## config.mk

```make
export PLATFORM = sky130hd
export DESIGN_NAME = kp_scan
export DESIGN_NICKNAME = d
export VERILOG_FILES = /design/src/rtl/kp_scan.sv
export SDC_FILE = /design/constraint.sdc
export NUM_CORES = 1
export LEC_CHECK = 0
export CAP_MARGIN = 5
export CORE_ASPECT_RATIO = 0.6
export CORE_MARGIN = 3
export CORE_UTILIZATION = 50
export CTS_CLUSTER_DIAMETER = 100
export DETAILED_ROUTE_END_ITERATION = 8
export PLACE_DENSITY = 0.73
export RECOVER_POWER = 25
export SYNTH_ARGS = -nofsm -noshare
export SYNTH_HDL_FRONTEND = slang
export SYNTH_SLANG_ARGS = --single-unit
```

## constraint.sdc

```tcl
create_clock -name clk -period 3.1 [get_ports clk]
set_input_delay 0.775 -clock clk [delete_from_list [all_inputs] [get_ports clk]]
set_output_delay 0.775 -clock clk [all_outputs]
set_load 0.1 [all_outputs]
```

## src/rtl/kp_scan.sv

```systemverilog
// 4x6 matrix keypad scanner: walks one active-low row at a time, debounces a
// single-key press and release, and pulses newkey once per accepted key.
module kp_scan #(
  parameter int SCAN_TICKS = 1000,
  parameter int DB_TICKS   = 50000
) (
  input  logic       clk,
  input  logic       rst,
  input  logic [5:0] kpcol,
  output logic [3:0] kprow,
  output logic       newkey,
  output logic [4:0] keycode
);

  localparam int MAX_TICKS = (SCAN_TICKS > DB_TICKS) ? SCAN_TICKS : DB_TICKS;
  localparam int CW        = $clog2(MAX_TICKS + 1);

  localparam logic [CW-1:0] SCAN_LAST = CW'(SCAN_TICKS - 1);
  localparam logic [CW-1:0] DB_LAST   = CW'(DB_TICKS - 1);
  localparam logic [CW-1:0] CNT_ONE   = CW'(1);

  typedef enum logic [1:0] {
    ST_SCAN,
    ST_DEBOUNCE,
    ST_HELD
  } state_e;

  state_e        state_q, state_d;
  logic [5:0]    sync1_q, sync1_d;
  logic [5:0]    scol_q, scol_d;
  logic [1:0]    row_q, row_d;
  logic [CW-1:0] cnt_q, cnt_d;
  logic [5:0]    pat_q, pat_d;
  logic [4:0]    keycode_q, keycode_d;
  logic          newkey_q, newkey_d;

  // Exactly one column line pulled low means exactly one key on this row.
  function automatic logic single_low(input logic [5:0] cols);
    return $onehot(~cols);
  endfunction

  function automatic logic [2:0] low_index(input logic [5:0] cols);
    logic [2:0] idx;
    idx = 3'd0;
    for (int i = 0; i < 6; i++) begin
      if (!cols[i]) idx = 3'(i);
    end
    return idx;
  endfunction

  always_ff @(posedge clk) begin
    if (rst) begin
      state_q   <= ST_SCAN;
      sync1_q   <= '1;
      scol_q    <= '1;
      row_q     <= 2'd0;
      cnt_q     <= '0;
      pat_q     <= '1;
      keycode_q <= 5'd0;
      newkey_q  <= 1'b0;
    end else begin
      // NOTE: non-blocking so every flop samples pre-edge values of the others.
      state_q   <= state_d;
      sync1_q   <= sync1_d;
      scol_q    <= scol_d;
      row_q     <= row_d;
      cnt_q     <= cnt_d;
      pat_q     <= pat_d;
      keycode_q <= keycode_d;
      newkey_q  <= newkey_d;
    end
  end

  always_comb begin
    // NOTE: hold-value defaults first so no branch can infer a latch.
    state_d   = state_q;
    sync1_d   = kpcol;
    scol_d    = sync1_q;
    row_d     = row_q;
    cnt_d     = cnt_q;
    pat_d     = pat_q;
    keycode_d = keycode_q;
    newkey_d  = 1'b0;

    unique case (state_q)
      ST_SCAN: begin
        if (cnt_q == SCAN_LAST) begin
          cnt_d = '0;
          if (single_low(scol_q)) begin
            pat_d   = scol_q;
            state_d = ST_DEBOUNCE;
          end else begin
            row_d = row_q + 2'd1;
          end
        end else begin
          cnt_d = cnt_q + CNT_ONE;
        end
      end

      ST_DEBOUNCE: begin
        if (scol_q == pat_q) begin
          if (cnt_q == DB_LAST) begin
            keycode_d = {row_q, low_index(pat_q)};
            newkey_d  = 1'b1;
            cnt_d     = '0;
            state_d   = ST_HELD;
          end else begin
            cnt_d = cnt_q + CNT_ONE;
          end
        end else begin
          cnt_d   = '0;
          row_d   = row_q + 2'd1;
          state_d = ST_SCAN;
        end
      end

      ST_HELD: begin
        // Any bounce low restarts the release run.
        if (scol_q == 6'b111111) begin
          if (cnt_q == DB_LAST) begin
            cnt_d   = '0;
            row_d   = row_q + 2'd1;
            state_d = ST_SCAN;
          end else begin
            cnt_d = cnt_q + CNT_ONE;
          end
        end else begin
          cnt_d = '0;
        end
      end

      default: begin
        state_d = ST_SCAN;
        cnt_d   = '0;
      end
    endcase
  end

  always_comb begin
    kprow   = ~(4'b0001 << row_q);
    newkey  = newkey_q;
    keycode = keycode_q;
  end

endmodule

```

# After elaboration in Yosys (flattened, before gate mapping)
# Cells that the tools add are included.
# classes
add_sub_neg	7
n_eq_ne	14
n_shift	1
n_mux	24
bitwise_logic	4
n_reduce_logical	7
# op_table
cell	count
$mux 16	4
$pmux 16 s3	1
$mux 2	11
$add 16x1->16 const B	1
$eq 16x10->1 const B	1
$eq 16x16->1 const B	1
$mux 3	4
$ne 2x2->1 const B	6
$pmux 2 s3	2
$add 1x1->2	3
$eq 6x6->1	1
$eq 6x6->1 const B	1
$not 6->6	1
$reduce_and 3->1	2
$reduce_and 6->1	1
$reduce_and 5->1	1
$not 4->4	1
$shl 1x2->4 const A	1
$add 2x2->3	1
$add 3x2->3	1
$eq 3x1->1 const B	1
$ne 3x3->1 const B	1
$reduce_bool 3->1	1
$reduce_or 3->1	1
other kinds (6)	8
# totals
ff_bits	44
wordCells	65

# Longest topological paths before layout
# logic_depth
ltp_word	8
mapped_depth	11
depth_no_buf	10

# Least setup slack after synthesis
# No wires, ideal clock.
# synth_path
kind	register -> register
start	register scol_q[0]
end	register pat_q[4]
setup_ns	0.120
arrival_time_ns	2.962
path_slack_ns	0.019
path_stages_with_launch	12
path_cell_list	dfxtp_1 fa_1 inv_1 fa_1 ha_1 fa_1 nor4_1 and2_0 and3_1 buf_4 nor2b_1 a211o_1
# synth_via
elab_chain_cells	6
# synth_lines
element	line_no	text
start: declaration	30	logic [5:0] scol_q, scol_d;
start signal: assignment	65	scol_q <= scol_d;
$not 6->6	39	return $onehot(~cols);
$add 1x1->2 (implied by the code)	39	
$add 2x2->3 (implied by the code)	39	
$add 3x2->3 (implied by the code)	39	
$eq 3x1->1	39	
$reduce_and 3->1 (no source line)	--	
end signal: assignment	68	pat_q <= pat_d;
end: declaration	33	logic [5:0] pat_q, pat_d;
# Every way passes these cells.
# A chain may end at the register's enable or synchronous reset.

# Final worst setup path
# layout_path
start	register scol_q[0]
end	register row_q[0]
# layout_via
elab_chain_cells	7
elab_cells_between_ends	11
# layout_lines
element	line_no	text
$not 6->6	39	
$add 1x1->2 (implied by the code)	39	
$add 2x2->3 (implied by the code)	39	
$add 3x2->3 (implied by the code)	39	
$eq 3x1->1	39	
$ne 2x2->1 (no source line)	--	
$reduce_and 6->1 (no source line) (*)	--	
end signal: assignment	66	row_q <= row_d;
end: declaration	31	logic [1:0] row_q, row_d;
# Every way passes the cells marked *; elsewhere a longest branch is shown, timed or not.

==> results.json <==
{
  "mappedNetlistNets": 231,
  "synthCells": 213,
  "die-area_mm2": 0.00499,
  "grt_antenna_before_repair": 0,
  "hp-class": "reg2reg",
  "share_of_the_yosys_chip_area_belonging_to_registers": 0.424,
  "end_kind": "flop",
  "layout-drive-gt1-share": 0.213,
  "worst_tran_pin_value_ns": 1.16,
  "synth-async-reset-ratio": 0,
  "setup_viol": 0,
  "cts-htree-levels": 2,
  "netlist-cell-type-count": 47,
  "max-cap-violations": 0,
  "crit_slowest_cell": "fa_1",
  "finalClockSkew_ns": 0.00469,
  "worst-endpoint-arrival_ns": 3.29,
  "detailedPlacementHpwl_mm": 2.83,
  "worst-r2r-cell-count": 10,
  "cts-buffers-inserted": 5,
  "grt.total_usage": 0.181,
  "critPathKind": "reg2reg",
  "effective_utilization_at_floorplan": 0.543,
  "critPathMostFrequentCell": "fa_1",
  "yosysWarningCount": 0,
  "critical_path_peak_fanout": 3,
  "rsz_0062_raised_after_global_routing": "yes",
  "synth.area.top_cells": "dfxtp_1 42%, xnor2_1 5.9%, ha_1 4.2%",
  "ys.flop_type": "dfxtp_1",
  "gp_congestion": 0.857,
  "first_global_vias": 1487,
  "post-route-min-period_ns": 3.09,
  "area.sequential_um2": 882,
  "slew_headroom": 0.229,
  "finalNonFillerCells": 286,
  "root_buffer": "clkbuf_8",
  "clkLatencyLatePin_ns": 0.30,
  "timing.final.hold_violations": 0,
  "vias": 1532,
  "number_of_enable_type_register_cells_in_the_synthesized_netlist": 0,
  "post-route-drc-count": 0,
  "worst_setup_hold_path_clk_slew_ns": 0.09,
  "worstPathRequired_ns": 3.30,
  "die_height_um": 56.0,
  "route.detailed.wl_per_inst_um": 14.5,
  "floorplan.io_pins": 18,
  "dr.first_iter.drc_count": 119,
  "synthDominantAreaCellType": "dfxtp_1",
  "hold_end": "scol_q[0]",
  "grt_pass1_wl_mm": 7.02,
  "vias_per_cell": 5.36,
  "status": "complete, no violations",
  "overflow": 0,
  "irDropWorstVdd_uv": 288,
  "hold_depth": 1,
  "setup.worst_path.start_class": "flop",
  "post_synth.cell_area_avg_um2": 9.76,
  "design.core.area_mm2": 0.00383,
  "fillers": 340,
  "syn_area_mm2": 0.00208,
  "total_leakage_power_nw": 0.956,
  "dp.cells": 277,
  "grt_max_degree": 31,
  "nets": 256,
  "diode_count": 0,
  "finalCritPeriodShare": 0.998,
  "rows": 17,
  "fp.dieW_um": 89.3,
  "synthDominantCellAreaShare": 0.424,
  "drt-pass1-iter-count": 4,
  "drtAntennaViolNets": 0,
  "ys_ff_latch": 44,
  "syn_to_final_growth_pct": 17.5,
  "port-buffer-count": 17,
  "report.final.slew_viol_count": 0,
  "path_cells": "fa_1 -> inv_1 -> fa_1 -> ha_2 -> fa_1 -> nor4_2 -> and2_4 -> a21oi_2 -> nor4b_4 -> mux2_4",
  "hold_start": "scol_d[0]",
  "final_cell_area_mm2": 0.00244,
  "cts_buffer_depth": 2,
  "detail_route.wirelength_mm": 4.16,
  "rrSetupSlack_ns": 0.007,
  "power_per_cell_area_mw_per_mm2": 452,
  "cts_sinks": 44,
  "fin_total_pwr_mw": 1.10,
  "cts_tree": "done",
  "final.hold.worst_slack_ns": 0.410,
  "rr_startpoint": "scol_q[0]",
  "detailed_place.area_mm2": 0.00230,
  "max_stage_delay_ns": 0.52,
  "max_freq_mhz": 323,
  "rr_endpoint": "row_q[0]",
  "multiInputGateArea_mm2": 0.00114
}
==> where the power goes <==
group	total (mW)	internal, mW	switching (mW)
clock	0.453	0.243	0.211
combinational	0.0681	0.0360	0.0321
sequential	0.583	0.575	0.00781
total	1.10	0.854	0.250
==> per-layer routing <==
layer  global-route usage  up-vias  part of all wire
met1                0.277      712              0.52
met5                    0        -                 0
met3               0.0444        4             0.057
met2                0.250       38              0.41
met4               0.0510        0            0.0067
li1                     -      778                 -
==> synth_stat cells (2+ instances only) <==
| master | instances |
|---|---|
| dfxtp_1 | 44 |
| nor2_1 | 17 |
| nor3_1 | 17 |
| xnor2_1 | 14 |
| inv_1 | 13 |
| or2_2 | 12 |
| nand2_1 | 9 |
| ha_1 | 7 |
| a211o_1 | 6 |
| nor2b_1 | 6 |
| xor2_1 | 6 |
| mux2i_1 | 5 |
| nand3_1 | 5 |
| and3_1 | 4 |
| clkbuf_1 | 4 |
| nand4_1 | 4 |
| a21oi_1 | 3 |
| fa_1 | 3 |
| nand2b_1 | 3 |
| and4_1 | 2 |
| nor4_1 | 2 |
| or3_1 | 2 |
==> worst max path at each step <==
| stage | slack [ns] | start | to | depth (start not counted) |
|---|---|---|---|---|
| after floorplan | 0.02 | scol_q[0] | pat_q[4] | 11 |
| after global placement | -0.06 | scol_q[0] | pat_q[1] | 10 |
| after detailed placement | -0.18 | scol_q[0] | pat_q[3] | 10 |
| after CTS | 0.005 | scol_q[0] | row_q[0] | 10 |
| after global routing | -0.09 | scol_q[0] | row_q[0] | 10 |
| final | 0.007 | scol_q[0] | row_q[0] | 10 |
==> timing repair <==
| item | 4_1_cts | 5_1_grt |
|---|---|---|
| pin swaps | 2 | 5 |
| endpoints found under the setup margin | 7 | 8 |
| gates cloned | 1 | 0 |
| hold endpoints to repair | 0 | 0 |
| hold buffers | 0 | 0 |
| buffers inserted | 0 | 0 |
| gates resized for setup | 4 | 6 |
==> logic make-up after synthesis <==
family | share of synthesized area
adder cells (fa/ha/maj) | 0.0710
XOR/XNOR | 0.0842
buffers and inverters | 0.0421
AND/OR/NAND/NOR | 0.286
AO/OA/AOI/OAI | 0.0638
multiplexers | 0.0295
flip-flops | 0.424
==> state kept, by name (all words and copies together), names as in the netlist <==
| signal | cells |
|---|---|
| cnt_q | 16 |
| pat_q | 6 |
| scol_d | 6 |
| scol_q | 6 |
| keycode | 5 |
| row_q | 2 |
| state_q | 2 |
| newkey | 1 |
==> final cells by class <==
cell class,count,area share
Clock buffer,5,0.0282
Timing Repair Buffer,24,0.0794
Tap cell,47,0.0241
Multi-Input combinational cell,150,0.469
Clock inverter,3,0.0189
Inverter,13,0.0200
Sequential cell,44,0.361
==> cells in the final DEF (no fill, tap or decap), types with 3 or more instances in the layout <==
master and count:
dfxtp_1 43, nor2_1 17, nor3_1 17, buf_4 16
xnor2_1 14, inv_1 13, or2_2 12, nand2_1 9
xor2_1 6, a211o_1 6, ha_1 6, clkdlybuf4s50_1 6
nand3_1 5, nor2b_1 5, mux2i_1 5, clkbuf_8 5
nand4_1 4, and3_1 3, nand2b_1 3, fa_1 3
==> per-stage QoR <==
step           setup TNS [ns]  setup WS (ns)  utilization
3_3_place_gp           -0.341        -0.0620        0.600
4_1_cts                     0        0.00505        0.634
5_1_grt                -0.556        -0.0903        0.638
6_report                    0        0.00662        0.638
3_5_place_dp           -0.921         -0.178        0.600
2_1_floorplan               0         0.0186            -
==> critical path, delay by kind of cell, from the launching register on <==
| family | cells | cell delay (ns) |
|---|---|---|
| AND/OR/NAND/NOR | 3 | 0.49 |
| flip-flops | 1 | 0.34 |
| adder cells (fa/ha/maj) | 4 | 1.66 |
| AO/OA/AOI/OAI | 1 | 0.12 |
| buffers and inverters | 1 | 0.05 |
| multiplexers | 1 | 0.32 |
Power figures use the tool's default switching activity.
